### config.mk
export PLATFORM = sky130hd
export DESIGN_NAME = shiftreg_in
export DESIGN_NICKNAME = d
export VERILOG_FILES = /design/src/rtl/shiftreg_in.sv
export SDC_FILE = /design/constraint.sdc
export NUM_CORES = 1
export LEC_CHECK = 0
export CAP_MARGIN = 20
export CORE_AREA = 2 2 58 49
export CTS_BUF_LIST = sky130_fd_sc_hd__clkbuf_4
export DETAILED_ROUTE_END_ITERATION = 10
export DIE_AREA = 0 0 60 51
export PLACE_DENSITY = 0.68
export REMOVE_ABC_BUFFERS = 1
export SETUP_SLACK_MARGIN = 0.02
export SLEW_MARGIN = 5
export SYNTH_ARGS = -nofsm -noshare
export SYNTH_HDL_FRONTEND = slang
export SYNTH_SLANG_ARGS = --single-unit
### constraint.sdc
create_clock -name set_clk -period 1.7 [get_ports set_clk]
set_input_delay 0.34 -clock set_clk [delete_from_list [all_inputs] [get_ports set_clk]]
set_output_delay 0.34 -clock set_clk [all_outputs]
set_load 0.01 [all_outputs]
### src/rtl/shiftreg_in.sv
// Serial-to-parallel receiver: synchronizes an external serial clock/data pair into set_clk,
// assembles MSB-first frames and presents them in a double-buffered holding register.
module shiftreg_in #(
   parameter int unsigned WIDTH         = 8,
   parameter int unsigned SYNC_STAGES   = 2,
   parameter bit          SAMPLE_RISING = 1'b1
) (
   input  logic             set_clk,
   input  logic             reset,
   input  logic             serial_clk,
   input  logic             serial_in,
   input  logic             frame_en,
   input  logic             read_enable,
   output logic [WIDTH-1:0] data_out,
   output logic             data_ready,
   output logic             overrun,
   output logic             busy
);

   typedef enum logic [1:0] {StIdle, StShift, StTransfer} state_e;

   localparam logic [3:0] LastCnt = 4'(WIDTH - 1);

   state_e                 state_q, state_d;
   logic [WIDTH-1:0]       shift_q, shift_d;
   logic [3:0]             count_q, count_d;
   logic [WIDTH-1:0]       data_q, data_d;
   logic                   ready_q, ready_d;
   logic                   ovr_q, ovr_d;
   logic [SYNC_STAGES-1:0] clk_sync_q, din_sync_q, fen_sync_q;
   logic                   clk_prev_q;
   logic                   rd_hi_q;

   logic clk_s, din_s, fen_s, sample_edge, rd_accept;

   // Equal-depth chains keep sampled data aligned with its clock.
   always_ff @(posedge set_clk or posedge reset) begin
      if (reset) begin
         clk_sync_q <= '0;
         din_sync_q <= '0;
         fen_sync_q <= '0;
         clk_prev_q <= 1'b0;
         rd_hi_q    <= 1'b0;
      end else begin
         clk_sync_q <= {clk_sync_q[SYNC_STAGES-2:0], serial_clk};
         din_sync_q <= {din_sync_q[SYNC_STAGES-2:0], serial_in};
         fen_sync_q <= {fen_sync_q[SYNC_STAGES-2:0], frame_en};
         clk_prev_q <= clk_sync_q[SYNC_STAGES-1];
         rd_hi_q    <= read_enable;
      end
   end

   assign clk_s = clk_sync_q[SYNC_STAGES-1];
   assign din_s = din_sync_q[SYNC_STAGES-1];
   assign fen_s = fen_sync_q[SYNC_STAGES-1];

   assign sample_edge = SAMPLE_RISING ? (clk_s & ~clk_prev_q) : (~clk_s & clk_prev_q);
   // A held-low strobe is accepted only on its first low cycle.
   assign rd_accept   = rd_hi_q & ~read_enable;

   always_ff @(posedge set_clk or posedge reset) begin
      if (reset) begin
         state_q <= StIdle;
         shift_q <= '0;
         count_q <= '0;
         data_q  <= '0;
         ready_q <= 1'b0;
         ovr_q   <= 1'b0;
      end else begin
         state_q <= state_d;
         shift_q <= shift_d;
         count_q <= count_d;
         data_q  <= data_d;
         ready_q <= ready_d;
         ovr_q   <= ovr_d;
      end
   end

   always_comb begin
      state_d = state_q;
      shift_d = shift_q;
      count_d = count_q;
      data_d  = data_q;
      ready_d = ready_q;
      ovr_d   = ovr_q;

      if (rd_accept) begin
         ready_d = 1'b0;
         ovr_d   = 1'b0;
      end

      unique case (state_q)
         StIdle: begin
            count_d = '0;
            if (fen_s) state_d = StShift;
         end
         StShift: begin
            if (!fen_s) begin
               state_d = StIdle;
               count_d = '0;
               shift_d = '0;
            end else if (sample_edge) begin
               shift_d = {shift_q[WIDTH-2:0], din_s};
               count_d = count_q + 4'd1;
               if (count_q == LastCnt) state_d = StTransfer;
            end
         end
         StTransfer: begin
            // Transfer overrides a same-cycle read: the old byte counts as consumed.
            data_d  = shift_q;
            ready_d = 1'b1;
            if (ready_q && !rd_accept) ovr_d = 1'b1;
            count_d = '0;
            state_d = fen_s ? StShift : StIdle;
         end
         default: state_d = StIdle;
      endcase
   end

   assign data_out   = data_q;
   assign data_ready = ready_q;
   assign overrun    = ovr_q;
   assign busy       = (state_q != StIdle);

endmodule

==> results by group <==
Flow run
  • Max-Cap Viols: 0

Power and ir drop
  • Clock share of power: 0.303
  • Power density cells: between 800 and 900 mW/mm2
  • Maximum VDD drop: ~0.00051 V
  • Switching Share: 0.2188
  • Power share of the combinational group: 0.049
  • Internal power: 0.0009443 W
  • Static leakage: ~0.69 nW
  • Switching Power: 0.0002645 W
  • Seq pwr share: 0.648

Clock network
  • Clk buf depth: 2
  • Root buffer cell: clkbuf_4
  • Total CTS buffers: 5
  • Post-CTS Hold Buffers: 0
  • Htree depth: 2
  • CTS tree: yes
  • Clk_lat worst skew: 310 ps
  • Clock tree sinks: 32
  • Clk pin slew, worst setup/hold paths: 90 ps

Route
  • Total number of vias: around 710
  • DRT antenna net count: 0
  • Via-per-instance ratio: 4.972
  • Remaining DRCs: 0
  • Initial DRC Count: 12
  • Final WL: ~1.8 mm
  • Wire per inst: 12.90 um
  • Detailed Routing Iterations Pass 1: 4

Global route
  • Largest net degree at the start of global routing: 33
  • Initial antenna violation count: 0
  • Gr usage total: 0.1505
  • Total grt overflow: 0
  • First-pass GRT wire length: 3.263 mm
  • Number of global-route vias before repair: 763

Synth
  • Part of the Yosys area used for sequential elements: 0.6709
  • Netlist Area Pre-Place: around 0.0012 mm2
  • Synthesized area per cell: 14.92 um2
  • #FFs+latches synth: 32
  • Ys Warns: 0
  • Cells after Synth: 80
  • Synth cell types: 28
  • Post-synth ARST share: 1.000
  • Post-synth EDFFs: 0
  • Most used DFF post-synth: dfrtp_1

Setup path
  • Crit-path leading delay family: buffers and inverters
  • Slowest CP cell: clkdlybuf4s50_1
  • WS Path Type: flop to output pin
  • R2R Setup Slk: 300 ps
  • Worst Path Max Fanout: 3
  • CP peak stage delay: 540 ps
  • Critical path launch point type: flop
  • Arrival time at the worst endpoint: between 1000 and 1500 ps
  • Setup crit end kind: output pin
  • Crit-path cells: clkdlybuf4s50_1
  • Required @ worst endpoint: 1360 ps
  • CP Buf/Inv Count: 1

STA
  • Fin crit share: 0.9220
  • Setup TNS: 0 ps
  • Pin slew with the least headroom to its limit: roughly 400 ps
  • Clock Skew: 6.138 ps
  • Unrepaired setup endpoints after global routing: no
  • Slew Viols, Final: 0
  • Fmax: 0.6380 GHz
  • Setup violators final: 0
  • Slew headroom: 0.7262
  • Final hold vios: 0
  • Fin crit period: 1567 ps

Finish
  • Nets@finish: 112
  • Core Util, Final: 0.5673
  • Antenna Cells: 0
  • Share of cells above drive strength 1: 0.2381
  • Leading cell type in the layout, fill and taps excluded: dfrtp_1
  • Commonest cells after routing, fill and taps aside: dfrtp_1, clkdlybuf4s50_1, a22o_1
  • P&R area growth vs syn: 22.33%

Place
  • Number of port buffers: 16
  • Post-DP HPWL: 1.217 mm
  • Final GP Congestion: 0.7671

Floorplanning
  • Starting Density: 0.4638
  • Die ar.: a little over 0.003 mm2
  • Die Ht: slightly above 50 um
  • I/O pins: 17
  • Row count: 17
  • Die width: 60 um
  • Core area: between 0.002 and 0.003 mm2

Run status
  • Status: complete, no violations

Hold path
  • HP Class: flop to flop
==> cells by family (layout without fill, tap and decap cells) <==
group / count (synthesis) / in the layout / synth area share
AOI/OAI and AO/OA: 20 / 20 / 0.1478
xor gates and xnor gates: 1 / 1 / 0.007339
adders and majority gates: 1 / 1 / 0.01048
buffers and inverters: 6 / 31 / 0.02620
DFF: 32 / 32 / 0.6709
muxes: 8 / 8 / 0.07547
and+or+nand+nor: 12 / 12 / 0.06184
==> metal layers <==
metal  wire (um)  global-route usage  share of wire  vias to the layer above
li1            -                   -              -                      339
met1         884              0.1916           0.48                      351
met2         849              0.2101           0.46                       17
met3          77             0.05570          0.042                        4
met4          34              0.1037          0.018                        0
met5           0                   0              0                        -
==> synthesized netlist by cell type (all sizes together) (2+ instances only) <==
library cell / number / area (um2)
a21o: 2 / 16.27
a21oi: 2 / 10.01
a22o: 8 / 70.07
a31o: 2 / 17.52
a32o: 2 / 20.02
buf: 2 / 16.26
dfrtp: 32 / 800.8
inv: 4 / 15.01
mux2: 8 / 90.09
nand2: 3 / 11.26
nand2b: 3 / 26.27
==> per-stage QoR <==
step                setup slack, ps  total power (W)  std cells  cell area (um2)  hold WS, ps
detailed placement            239.7        0.0008584        134             1400        336.3
floorplan                     274.1        0.0008315         78             1177        331.2
global route                  59.27         0.001281        143             1460        369.1
finish                        132.6         0.001209        143             1460        353.2
CTS                           107.3         0.001234        143             1460        357.6
global placement              266.5        0.0008560        134             1400        333.4
==> repair_timing <==
item / CTS / global route
setup endpoints to repair: 1 / 0
buffers inserted: 2 / 0
resized for setup: 2 / 0
==> layout make-up <==
cell class              instances  area (um2)
flip-flops and latches         32       802.0
clock inverters                 2       7.507
repair buffers                 20       188.9
inverters                       4       15.01
fillers                       220        1114
well taps                      38       47.55
clock buffers                   5       37.54
multi-input cells              42       361.6
==> power by group through the flow <==
stage | combinational, W | sequential (W) | clock [W]
2_1_floorplan | 0.0000344 | 0.000797 | 0
3_3_place_gp | 0.0000569 | 0.000799 | 0
3_5_place_dp | 0.0000585 | 0.000800 | 0
4_1_cts | 0.0000610 | 0.000784 | 0.000389
5_1_grt | 0.0000670 | 0.000786 | 0.000428
6_report | 0.0000593 | 0.000784 | 0.000366
==> sequential cells by signal, indices dropped and copies added, names as in the netlist <==
register and flops:
data_out 8, shift_q 8, count_q 4, clk_sync_q 2
din_sync_q 2, fen_sync_q 2, state_q 2, clk_prev_q 1
data_ready 1, overrun 1, rd_hi_q 1
==> worst paths after layout <==
kind,start,cells past startpoint,end
max,data_ready,1,data_ready
min,fen_sync_q[0],0,fen_sync_q[1]
max reg2reg,state_q[1],4,shift_q[2]
min reg2reg,fen_sync_q[0],0,fen_sync_q[1]
max in group asynchronous,reset,3,state_q[0]
min in group asynchronous,reset,3,count_q[0]
No activity file was read; power rests on OpenSTA's default activity.
==> variant 1, RTL diff (same flow settings) <==
The 3 states of `state_e` get a one-hot encoding in 3 bits.
--- a/src/rtl/shiftreg_in.sv
+++ b/src/rtl/shiftreg_in.sv
@@ -17,7 +17,7 @@
    output logic             busy
 );
 
-   typedef enum logic [1:0] {StIdle, StShift, StTransfer} state_e;
+   typedef enum logic [2:0] {StIdle = 3'b001, StShift = 3'b010, StTransfer = 3'b100} state_e;
 
    localparam logic [3:0] LastCnt = 4'(WIDTH - 1);
 
Behaviour: no difference found for any inputs over 10 cycles, from zero or initial values and one cycle with reset high; not proved beyond that.
==> variant 1 against the original RTL <==
  * Combinational power grew 89%
  * Cell count grew 7.7%
  * Setup slack lost 0.0016 ns
  * Power grew 9.6%
  * First-iteration DRC count grew 25%
  * Cell area grew 5.0%
  * Sequential power grew 5.2%
  * Area after synthesis grew 2.6%
  * Routed wire length grew 0.98%
  * Register-to-register slack lost 0.08 ns
  * Sequential cell count grew 1
  * Worst hold slack lost 0.047 ns
  * Critical path type unchanged
==> variant 1: results (changes against the original RTL) <==
Drt
  • Via density: 4.99 (+0.43%)
  • Via count: 769 (+8.2%)
  • Met2 WL: 828 um (-2.5%)
  • Routed wire length on met3: 91 um (+18%)
  • M1 WL: 889 um (+0.57%)

Final layout
  • Share of cells above drive strength 1: 22.4% (-1.4 points)
  • Filler Cells Inserted: 207 (-5.9%)
  • Area of the multi-input gates: 377 sq um (+4.2%)

Synthesis
  • Commonest cells in the synthesized netlist: dfrtp_1, a22o_1, mux2_2
  • Cells after synthesis: 89 (+11%)
  • Post-Synth Adder-Cell Area: 1.02% (-0.027 points)
  • Post-synth cell types: 25 (-11%)
  • Multiplexer share of the synthesized area: 7.35% (-0.19 points)
  • Ranking of synthesized cells by area: dfrtp_1, mux2_2, a22o_1
  • Synth Area in Compound Gates: 10.3% (-4.5 points)

Worst setup path
  • Worst r2r src: state_q[0]
  • CP Launch Point: state_q[0]
  • Slowest-stage cell, CP: dfstp_2
  • Worst-path maximum fanout: 2 (-1)
  • CP delay by family, top: flip-flops
  • R2R Path End: count_q[0]
  • R2R cell count: 6 (+2)

Placement
  • DP Area: 1460 sq um (+3.9%)
  • Placer's final routability congestion estimate: 0.688 (-10%)

STA
  • Fmax achieved: 0.637 GHz (-0.11%)
  • Clk_skew: 0.0136 ns (+0.00747 ns)
  • WHS: 0.306 ns (-0.0467 ns)

Outcome
  • Status: completed

Global route
  • Tot GR Track Use: 16.1% (+1.1 points)
  • Vias in the first global route: 775 (+1.6%)

Pwr
  • Sw frac: 23.4% (+1.5 points)
## variant 1: cell count changes after synthesis, sizes merged, moves of 2 or more
cell | before | now
nand2b | 3 | 0
nand3 | 1 | 4
o21ai | 0 | 3
nor2 | 1 | 4
nor3b | 0 | 3
nand4b | 0 | 2
a31o | 2 | 0
## variant 1: repair_timing
item	4_1_cts	5_1_grt
hold buffers	0	0
endpoints found under the hold margin	0	0
resized for setup	5	3
setup buffers	2	0
endpoints found under the setup margin	1	13
## variant 1: layout make-up
type / instances / area share, %
inverter: 5 / 1.22
multi-input combinational: 48 / 24.6
clock buffer: 5 / 2.45
timing repair buffer: 22 / 13.9
clock inverter: 3 / 0.816
tap: 38 / 3.10
sequential: 33 / 54.0
## variant 1: power by group through the flow
stage	Sequential [uW]	Clock [uW]	Combinational, uW
6_report	825	388	112
2_1_floorplan	836	0	51.3
3_3_place_gp	839	0	94.1
4_1_cts	825	408	115
5_1_grt	829	445	127
3_5_place_dp	841	0	96.4
==> variant 2, RTL diff (same settings) <==
Made on the original files. Set the parameter `SYNC_STAGES` to 4 (it was 2).
--- a/src/rtl/shiftreg_in.sv
+++ b/src/rtl/shiftreg_in.sv
@@ -2,7 +2,7 @@
 // assembles MSB-first frames and presents them in a double-buffered holding register.
 module shiftreg_in #(
    parameter int unsigned WIDTH         = 8,
-   parameter int unsigned SYNC_STAGES   = 2,
+   parameter int unsigned SYNC_STAGES   = 4,
    parameter bit          SAMPLE_RISING = 1'b1
 ) (
    input  logic             set_clk,
Check against the original RTL: not equivalent (a bounded check fails within 4 cycles, from zero or initial values and one cycle with reset high).
==> variant 2 against the original RTL <==
  * Register-to-register slack lost 0.07 ns
  * Power grew 21%
  * Area after synthesis increased by 13%
  * Cell area is 13% higher
  * Sequential share of layout area grew 2.7 points
  * Sequential cell count is 6 higher
  * Setup slack worse by 0.025 ns
  * Non-clock buffer count increased by 1
  * Synthesized cell count grew 34%
  * Die area unchanged
  * Routed wire length is 12% higher
==> variant 2: results (changes against the original RTL) <==
Outcome
  • Status: completed

Final layout
  • Clock buf count: 6 (+1)
  • Non-clock buffer share of cell area: 12.7% (-0.19 points)
  • Net count, final: 138 (+23%)
  • Multi-input logic cell count: 61 (+45%)
  • Filler Cells Inserted: 204 (-7.3%)
  • Clock buf/inv share: 3.26% (+0.18 points)
  • Share of cells above drive strength 1: 17.4% (-6.4 points)
  • Seq. cell area: 951 sq um (+19%)
  • Area Growth Syn to Fin: 21.9%
  • Fraction of area in multi-input gates: 22.5% (-2.2 points)

Drt
  • Routed wire length on met3: 86 um (+12%)
  • M1 WL: 981 um (+11%)
  • Via count: 847 (+19%)
  • Met2 WL: 936 um (+10%)
  • DRT Wirelength: 2060 um (+12%)

Global route
  • Met1 Use GR: 20.8% (+1.7 points)
  • GRT met3 Usage: 7.59% (+2.0 points)
  • Largest net degree at the start of global routing: 39 (+18%)
  • Met2 Resource Use GR: 22.1% (+1.1 points)
  • Tot GR Track Use: 16.2% (+1.2 points)
  • Vias in the first global route: 743 (-2.6%)
  • First-pass GRT wire length: 3390 um (+4.0%)

Synthesis
  • Post-synth cell types: 22 (-21%)
  • Multiplexer share of the synthesized area: 6.66% (-0.89 points)
  • Synth Area in Compound Gates: 7.77% (-7.0 points)
  • Cells after synthesis: 107 (+34%)
  • Commonest cells in the synthesized netlist: dfrtp_1, nand2_1, mux2_2, o21ai_0
  • Seq/Total Area, Yosys: 70.3% (+3.2 points)
  • Xor/xnor share of the synthesized area: 0% (-0.73 points)
  • Post-Synth Adder-Cell Area: 0.925% (-0.12 points)

Placement
  • Placer's final routability congestion estimate: 0.770 (+0.38%)
  • Pre-CTS WS: 0.179 ns (-0.0607 ns)
  • Hpwl dp: 1370 um (+13%)
  • DP Area: 1590 sq um (+13%)

Pwr
  • Share of power burned in registers: 64.5% (-0.3 points)
  • LEAKAGE: 0.000764 uW (+11%)
  • Pwr/cell area: 890 nW/um^2 (+7.5%)
  • Peak supply drop: 0.696 mV (+36%)

Clocking
  • Worst skew pair latency: 0.33 ns (+0.02 ns)

Worst setup path
  • Crit path DAT: 1.25 ns (+0.02 ns)

STA
  • Clk_skew: 0.00960 ns (+0.00346 ns)

Hold path
  • Hold crit path type: in2async
variant 2: cell count changes after synthesis, moves of 2 or more:
cell and delta:
a21oi_1 +2, a22o_1 -8, a31oi_1 +2, a32o_1 -2
clkbuf_1 +4, dfrtp_1 +6, nand2_1 +18, nand3_1 +2
o21ai_0 +8, o21ai_1 +3, or3b_1 +2
variant 2: timing repair:
item                       in CTS  in global routing
hold buffers                    0                  0
setup buffers                   1                  0
setup endpoints to repair       1                  1
resized for setup               1                  1
variant 2: final timing paths:
check                               from             to  slack (ns)  depth (start not counted)
max reg2reg                   state_q[0]     count_q[0]        0.23                          5
max                           data_ready     data_ready        0.11                          1
min in group set_clk       din_sync_q[2]  din_sync_q[3]        0.36                          0
max in group asynchronous          reset    data_out[7]        1.18                          3
min reg2reg                din_sync_q[2]  din_sync_q[3]        0.36                          0
min                                reset  fen_sync_q[0]        0.34                          3
